**config.mk**
```make
export PLATFORM = sky130hd
export DESIGN_NAME = led_output_ctrl_flat
export DESIGN_NICKNAME = d
export VERILOG_FILES = /design/src/rtl/led_output_ctrl_if.sv /design/src/rtl/led_output_ctrl.sv /design/src/flat_wrapper.sv
export SDC_FILE = /design/constraint.sdc
export NUM_CORES = 1
export LEC_CHECK = 0
export BUFFER_PORTS_ARGS = -buffer_cell sky130_fd_sc_hd__clkbuf_2
export CAP_MARGIN = 0
export CORE_MARGIN = 10
export CORE_UTILIZATION = 45
export CTS_CLUSTER_DIAMETER = 200
export DETAILED_ROUTE_END_ITERATION = 8
export GPL_ROUTABILITY_DRIVEN = 0
export GPL_TIMING_DRIVEN = 0
export PLACE_DENSITY = 0.78
export SYNTH_ARGS = -nofsm -noshare
export SYNTH_HDL_FRONTEND = slang
export SYNTH_SLANG_ARGS = --single-unit
```
**constraint.sdc**
```tcl
create_clock -name clk -period 1.35 [get_ports clk]
set_clock_uncertainty 0.2 [all_clocks]
set_input_delay 0.0675 -clock clk [delete_from_list [all_inputs] [get_ports clk]]
set_output_delay 0.0675 -clock clk [all_outputs]
set_load 0.01 [all_outputs]
```
**src/rtl/led_output_ctrl_if.sv**
```systemverilog
// Configuration bus for led_output_ctrl: the host writes a pending LED mode
// and invert setting, issues apply events, and reads back status.
interface led_output_ctrl_if #(
  parameter int NUM_LEDS = 8
);
  logic [2*NUM_LEDS-1:0] ledout_wdata;
  logic                  invrt_wdata;
  logic                  cfg_wr;
  logic                  period_start;
  logic                  force_update;
  logic                  cfg_pending;
  logic                  cfg_applied;
  logic [2*NUM_LEDS-1:0] active_ledout;

  // Host side: drives writes and apply events, observes status.
  modport master (
    output ledout_wdata, invrt_wdata, cfg_wr, period_start, force_update,
    input  cfg_pending, cfg_applied, active_ledout
  );

  // Controller side.
  modport slave (
    input  ledout_wdata, invrt_wdata, cfg_wr, period_start, force_update,
    output cfg_pending, cfg_applied, active_ledout
  );
endinterface

```
**src/rtl/led_output_ctrl.sv**
```systemverilog
// LED output controller: double-buffered per-LED mode configuration.
// A write lands in a shadow register and is copied to the active register
// only at a PWM period boundary (or on force_update), so a mode change never
// glitches an LED mid-period. The active register decodes each LED to off,
// on, its individual PWM, or PWM gated by the group waveform, followed by a
// global invert and a fault override that forces the inactive level.
module led_output_ctrl #(
  parameter int NUM_LEDS = 8,
  parameter int OUT_REG  = 1
) (
  input  logic                clk,
  input  logic                rst_n,
  led_output_ctrl_if.slave    cfg_if,
  input  logic [NUM_LEDS-1:0] pwm_individual,
  input  logic                group_out,
  input  logic                fault_off,
  output logic [NUM_LEDS-1:0] led
);

  typedef enum logic {
    ST_IDLE    = 1'b0,
    ST_PENDING = 1'b1
  } state_t;

  state_t                r_state;
  state_t                w_state_nxt;
  logic                  w_apply;
  logic [2*NUM_LEDS-1:0] r_shadow_ledout;
  logic                  r_shadow_invrt;
  logic [2*NUM_LEDS-1:0] r_active_ledout;
  logic                  r_active_invrt;
  logic                  r_cfg_applied;
  logic [NUM_LEDS-1:0]   w_decoded;
  logic [NUM_LEDS-1:0]   w_led;

  // Control FSM state register.
  always_ff @(posedge clk or negedge rst_n) begin
    if (!rst_n) begin
      r_state <= ST_IDLE;
    end else begin
      r_state <= w_state_nxt;
    end
  end

  // Next-state and apply decision. An apply event only matters while a
  // configuration is pending; a write in the same cycle as an apply keeps
  // the FSM pending because the new data is not yet active.
  always_comb begin
    w_state_nxt = r_state;
    w_apply     = 1'b0;
    case (r_state)
      ST_IDLE: begin
        if (cfg_if.cfg_wr) begin
          w_state_nxt = ST_PENDING;
        end else begin
          w_state_nxt = ST_IDLE;
        end
      end
      ST_PENDING: begin
        w_apply = cfg_if.period_start | cfg_if.force_update;
        if (w_apply && !cfg_if.cfg_wr) begin
          w_state_nxt = ST_IDLE;
        end else begin
          w_state_nxt = ST_PENDING;
        end
      end
      default: begin
        w_state_nxt = ST_IDLE;
        w_apply     = 1'b0;
      end
    endcase
  end

  // Shadow register: every write overwrites it (last write wins).
  always_ff @(posedge clk or negedge rst_n) begin
    if (!rst_n) begin
      r_shadow_ledout <= '0;
      r_shadow_invrt  <= 1'b0;
    end else if (cfg_if.cfg_wr) begin
      r_shadow_ledout <= cfg_if.ledout_wdata;
      r_shadow_invrt  <= cfg_if.invrt_wdata;
    end
  end

  // Active register: takes the shadow value present before this edge, so a
  // coincident write applies the old shadow and stays pending with the new.
  always_ff @(posedge clk or negedge rst_n) begin
    if (!rst_n) begin
      r_active_ledout <= '0;
      r_active_invrt  <= 1'b0;
    end else if (w_apply) begin
      r_active_ledout <= r_shadow_ledout;
      r_active_invrt  <= r_shadow_invrt;
    end
  end

  // Applied pulse: high for the one cycle following an active update.
  always_ff @(posedge clk or negedge rst_n) begin
    if (!rst_n) begin
      r_cfg_applied <= 1'b0;
    end else begin
      r_cfg_applied <= w_apply;
    end
  end

  // Per-LED mode decode, invert, and fault override to the inactive level.
  always_comb begin
    w_decoded = '0;
    w_led     = '0;
    for (int n = 0; n < NUM_LEDS; n++) begin
      case (r_active_ledout[2*n +: 2])
        2'b00:   w_decoded[n] = 1'b0;
        2'b01:   w_decoded[n] = 1'b1;
        2'b10:   w_decoded[n] = pwm_individual[n];
        2'b11:   w_decoded[n] = group_out & pwm_individual[n];
        default: w_decoded[n] = 1'b0;
      endcase
    end
    if (fault_off) begin
      w_led = {NUM_LEDS{r_active_invrt}};
    end else begin
      w_led = w_decoded ^ {NUM_LEDS{r_active_invrt}};
    end
  end

  generate
    if (OUT_REG != 0) begin : g_out_reg
      logic [NUM_LEDS-1:0] r_led;

      // Registered LED pins: one clock of latency from any input.
      always_ff @(posedge clk or negedge rst_n) begin
        if (!rst_n) begin
          r_led <= '0;
        end else begin
          r_led <= w_led;
        end
      end

      assign led = r_led;
    end else begin : g_out_comb
      assign led = w_led;
    end
  endgenerate

  assign cfg_if.cfg_pending   = (r_state == ST_PENDING);
  assign cfg_if.cfg_applied   = r_cfg_applied;
  assign cfg_if.active_ledout = r_active_ledout;

endmodule

```
**src/flat_wrapper.sv**
```systemverilog
// flat-port wrapper written by rule: the top's interface ports become plain ports
module led_output_ctrl_flat 
#(
  parameter int NUM_LEDS = 8,
  parameter int OUT_REG  = 1
)
  (clk, rst_n, pwm_individual, group_out, fault_off, led, cfg_if_ledout_wdata, cfg_if_invrt_wdata, cfg_if_cfg_wr, cfg_if_period_start, cfg_if_force_update, cfg_if_cfg_pending, cfg_if_cfg_applied, cfg_if_active_ledout);
  led_output_ctrl_if #(.NUM_LEDS(NUM_LEDS)) cfg_if_i ();
  input  logic clk;
  input  logic rst_n;
  input  logic [NUM_LEDS-1:0] pwm_individual;
  input  logic group_out;
  input  logic fault_off;
  output logic [NUM_LEDS-1:0] led;
  input wire logic [$bits(cfg_if_i.ledout_wdata)-1:0] cfg_if_ledout_wdata;
  input wire logic [$bits(cfg_if_i.invrt_wdata)-1:0] cfg_if_invrt_wdata;
  input wire logic [$bits(cfg_if_i.cfg_wr)-1:0] cfg_if_cfg_wr;
  input wire logic [$bits(cfg_if_i.period_start)-1:0] cfg_if_period_start;
  input wire logic [$bits(cfg_if_i.force_update)-1:0] cfg_if_force_update;
  output wire logic [$bits(cfg_if_i.cfg_pending)-1:0] cfg_if_cfg_pending;
  output wire logic [$bits(cfg_if_i.cfg_applied)-1:0] cfg_if_cfg_applied;
  output wire logic [$bits(cfg_if_i.active_ledout)-1:0] cfg_if_active_ledout;
  assign cfg_if_i.ledout_wdata = cfg_if_ledout_wdata;
  assign cfg_if_i.invrt_wdata = cfg_if_invrt_wdata;
  assign cfg_if_i.cfg_wr = cfg_if_cfg_wr;
  assign cfg_if_i.period_start = cfg_if_period_start;
  assign cfg_if_i.force_update = cfg_if_force_update;
  assign cfg_if_cfg_pending = cfg_if_i.cfg_pending;
  assign cfg_if_cfg_applied = cfg_if_i.cfg_applied;
  assign cfg_if_active_ledout = cfg_if_i.active_ledout;
  led_output_ctrl #(.NUM_LEDS(NUM_LEDS), .OUT_REG(OUT_REG)) u_core (.clk(clk), .rst_n(rst_n), .cfg_if(cfg_if_i), .pwm_individual(pwm_individual), .group_out(group_out), .fault_off(fault_off), .led(led));
endmodule
```
Word-level counts from Yosys, hierarchy flattened
Index checks and enable logic that the tools add are counted.
Widths: inputs -> output; s select.
{"block": "op_classes", "n_mux": 13, "n_reduce_logical": 10, "eq_ne": 24, "bitwise": 11}
{"op": "$eq 2x2->1 const B", "n": 16}
{"op": "$pmux 1 s4", "n": 8}
{"op": "$eq 2x1->1 const B", "n": 8}
{"op": "$logic_not 2->1", "n": 8}
{"op": "$and 1x1->1", "n": 8}
{"op": "$mux 8", "n": 1}
{"op": "$xor 8x8->8", "n": 1}
{"op": "$mux 1", "n": 3}
{"op": "$pmux 1 s2", "n": 1}
{"op": "$logic_and 1x1->1", "n": 1}
{"op": "$logic_not 1->1", "n": 1}
{"op": "$not 1->1", "n": 1}
{"op": "$or 1x1->1", "n": 1}
{"block": "totals", "word_cells": 65, "output_inout_bits": 26, "regBits": 44}

Longest topological paths before layout
{"block": "logic_depth", "word_depth": 4, "depth_mapped": 5}

Worst setup path before layout
No wires, ideal clock.
{"block": "synth_path", "kind": "flip-flop to flip-flop", "startpoint": "reg u_core.r_state (netlist: u_core.cfg_if.cfg_pending)", "endpoint": "reg u_core.r_active_ledout[10] (netlist: u_core.cfg_if.active_ledout[10])", "setup_slack_ns": -0.040, "path_stages_with_launch": 4, "setup_ns": 0.125, "required_ns": 1.025, "arrival_ns": 1.065, "cell_sequence": "dfrtp_1 -> o21ai_4 -> buf_6 -> mux2_2"}
{"block": "synth_via", "elab_chain_cells": 1}
{"item": "start, declared", "line_no": "led_output_ctrl.sv:25", "text": "state_t r_state;"}
{"item": "start signal, assigned", "line_no": "led_output_ctrl.sv:41", "text": "r_state <= w_state_nxt;"}
{"item": "$mux 1", "line_no": "led_output_ctrl.sv:51", "text": "case (r_state)"}
{"item": "end signal, assigned", "line_no": "led_output_ctrl.sv:92", "text": "r_active_ledout <= r_shadow_ledout;"}
{"item": "end, declared", "line_no": "led_output_ctrl.sv:30", "text": "logic [2*NUM_LEDS-1:0] r_active_ledout;"}
No other way between the ends.
A chain may end at the register's enable or synchronous reset.

Worst setup path after layout
{"block": "layout_path", "startpoint": "reg u_core.r_active_invrt", "endpoint": "reg u_core.g_out_reg.r_led[5] (netlist: u_core.led[5])"}
{"block": "layout_via", "elab_chain_cells": 2}
{"item": "start, declared", "line_no": "led_output_ctrl.sv:31", "text": "logic r_active_invrt;"}
{"item": "start signal, assigned", "line_no": "led_output_ctrl.sv:93", "text": "r_active_invrt <= r_shadow_invrt;"}
{"item": "$xor 8x8->8", "line_no": "led_output_ctrl.sv:122", "text": "w_led = w_decoded ^ {NUM_LEDS{r_active_invrt}};"}
{"item": "$mux 8 *", "line_no": "led_output_ctrl.sv:119", "text": "if (fault_off) begin"}
{"item": "via u_core.w_led[5]", "line_no": "led_output_ctrl.sv:34", "text": "logic [NUM_LEDS-1:0] w_led;"}
{"item": "end signal, assigned", "line_no": "led_output_ctrl.sv:135", "text": "r_led <= w_led;"}
{"item": "end, declared", "line_no": "led_output_ctrl.sv:128", "text": "logic [NUM_LEDS-1:0] r_led;"}
Mark *: on every way through the listed nets, which the timed path passes. The rest lies on a longest branch.

==> reports/results.ini <==
[sta]
min_period_over_period_pct=106.2
finalCriticalPeriod_ns=1.434
setup_violations=12
drv_slew=0
postLayoutSetupSlackWorst_ns=-0.08401
hold_viol=53
tns_ns=-0.4786
hold_ws_ns=-0.2517
clock.fmax_mhz=697.3
slew_headroom_pct=27.74
worstMarginPinSlew_ns=1.084
grt_setup_unrepaired=yes

[critical_path]
end_kind=register
critPathKind=reg -> reg
path_cells=buf_4 > nor2_4 > a31oi_2 > nand3_1
r2r_cells=4
reg2reg_slack_ns=-0.08
critical_path_required_ns=1.33
worstPathArrival_ns=1.42
reg2reg_from=u_core.r_active_invrt
critPathMaxStageDelay_ns=0.43
cp_max_fo=10
r2r-end=u_core.led[5]
critPathSlowestCell=dfrtp_2
cp-start-kind=register

[clock_tree]
cts-htree-levels=2
cts_tree=yes
holdBufCountCts=26
cts_root_buf=clkbuf_8
clock-sinks=44
insertion_delay_ns=0.31
path_clk_slew_ns=0.09
ctsLongestPathBuffers=2
cts_buffers=5

[logic_synthesis]
yosys_register_bits=44
synth_fp_nets=186
netlist_instances=154
seq_area_frac_synth_pct=57.37
synthTopCellsByArea=dfrtp_1 57%, mux2_2 20%, o221ai_1 3.7%
synth_cell_type_count=17
yosys.area.top_type=dfrtp_1
yosys.area.top_type_share_pct=57.37
yosysWarnings=0
synthesis.area_um2=1919
syn-mean-instance-area_um2=12.46

[global_routing]
antenna_found_initial=1
track_usage_pct=13.97
grt_max_degree=45
grt_pass1_vias=1622
grt_pass1_wl_um=8211
gr-total-overflow=0

[finish]
fin_util_pct=70.24
fillers=268
register_area_um2=1106
nNetsFinal=283
drive_gt1_share_pct=51.59
multi_input_area_um2=840.8
area_growth_pct=48.50
fin_cells=303

[worst_hold_path]
hp-class=in -> async

[status]
violations=hold timing, setup timing
outcome=complete, but fails checks

[die]
fp.dieH_um=85.31
start_util_pct=47.30
num_io_pins=58
die_x_um=85.31
coreArea_um2=4058
dieArea_um2=7278
core.rowCount=23

[place]
dp.cells=259
hpwl_um=3383
dp_slack_ns=-0.1844
io_buffers=55

[route]
num_vias=1619
final_antenna_net_count=0
vias_per_cell=5.343
drc_errors=0
wl_per_cell_um=18.81
wl_um=5700
drtIter0Drc=111
firstDrtPassIters=5

[power]
p_per_area_nw_per_um2=1350
power_leakage_nw=1.394
peakVddDrop_uv=790.7
finalPower_mw=3.849

[job]
maxCapViolations=0

## report_power, final
part	switching [mW]	internal, mW	leakage [nW]
clock network	0.473	0.548	0.0541
registers	0.192	1.54	0.510
logic	0.515	0.577	0.830
## cell usage in the layout, fill, tap and decap left out
cell type,Yosys,routed
a21o_1,1,1
a31oi_1,8,6
a31oi_2,0,2
and2_1,0,1
buf_12,0,1
buf_2,3,2
buf_4,0,8
buf_6,1,3
bufinv_16,0,1
clkbuf_1,1,1
clkbuf_2,0,55
clkbuf_8,0,5
clkinv_2,0,1
clkinvlp_4,0,1
dfrtp_1,44,40
dfrtp_2,0,4
diode_2,0,1
dlygate4sd3_1,0,26
inv_1,17,17
mux2_2,34,19
mux2_4,0,15
nand2_1,8,6
nand2_2,0,2
nand3_1,8,4
nand3_2,0,4
nor2_1,2,1
nor2_4,0,1
nor2b_1,8,8
o21ai_4,1,1
o221ai_1,8,8
or4_1,8,3
or4_4,0,5
## logic make-up (layout without fill, tap and decap cells)
group | count (synthesis) | count (layout) | synth area share [%]
flops | 44 | 44 | 57.37
mux | 34 | 34 | 19.95
compound gates | 18 | 18 | 7.497
simple gates | 35 | 35 | 10.11
buf+inv | 23 | 121 | 5.084
other cells | 0 | 1 | 0
## state kept, by name (all words and copies together) (netlist names)
| name | cells |
|---|---|
| u_core.cfg_if.active_ledout | 16 |
| u_core.cfg_if.cfg_applied | 1 |
| u_core.cfg_if.cfg_pending | 1 |
| u_core.led | 8 |
| u_core.r_active_invrt | 1 |
| u_core.r_shadow_invrt | 1 |
| u_core.r_shadow_ledout | 16 |
## per-layer routing
metal  part of all wire (%)  up-vias  global-route usage, %
met5                      0        -                      0
met4                    2.0        0                  5.389
met3                    6.9       13                  5.545
met2                     52       50                  23.57
met1                     39      814                  15.35
li1                       -      742                      -
## cell usage after synthesis
cell type and n:
or4_1 8, a21o_1 1, nor2b_1 8, buf_2 3, buf_1 1, nand3_1 8, nor2_1 2, buf_6 1
o221ai_1 8, clkbuf_1 1, and2_0 1, inv_1 17, mux2_2 34, o21ai_4 1, a31oi_1 8, nand2_1 8
dfrtp_1 44
## how the worst max path moves through the flow
stage                                   startpoint                              end  slack, ns  cells after the start
floorplan                u_core.cfg_if.cfg_pending  u_core.cfg_if.active_ledout[10]      -0.04                      3
global placement             u_core.r_active_invrt                    u_core.led[1]      -0.16                      4
detailed placement           u_core.r_active_invrt                    u_core.led[1]      -0.18                      4
CTS                          u_core.r_active_invrt                    u_core.led[1]      -0.01                      4
global route        u_core.cfg_if.active_ledout[9]                    u_core.led[4]      -0.14                      3
finish                       u_core.r_active_invrt                    u_core.led[5]      -0.08                      4
## stage by stage
step	hold slack (ns)	instance area [um^2]
after floorplan	-0.4281	1922
after global placement	0.09844	2260
after detailed placement	0.1028	2260
after CTS	-0.2085	2675
after global routing	-0.1602	2850
final	-0.2517	2850
## worst max-delay path, delay by kind of cell, from the launching register on
kind            cells  cell delay (ns)
simple gates        2             0.20
compound gates      1             0.26
buf+inv             1             0.21
flops               1             0.43
## layout make-up
class / instances / area share (%)
diodes: 1 / 0.08780
plain buffers: 5 / 1.141
clock buffers: 5 / 2.414
clock inverters: 3 / 1.493
inverters: 17 / 2.239
multi-input cells: 87 / 29.50
flip-flops and latches: 44 / 38.81
well taps: 50 / 2.195
repair buffers: 91 / 22.12
## repair_timing
action | 4_1_cts | 5_1_grt
setup endpoints to repair | 17 | 25
resized for setup | 6 | 34
pin swaps | 1 | 5
gates cloned | 1 | 0
setup buffers | 2 | 7
endpoints found under the hold margin | 71 | 45
Power figures use the tool's default switching activity.
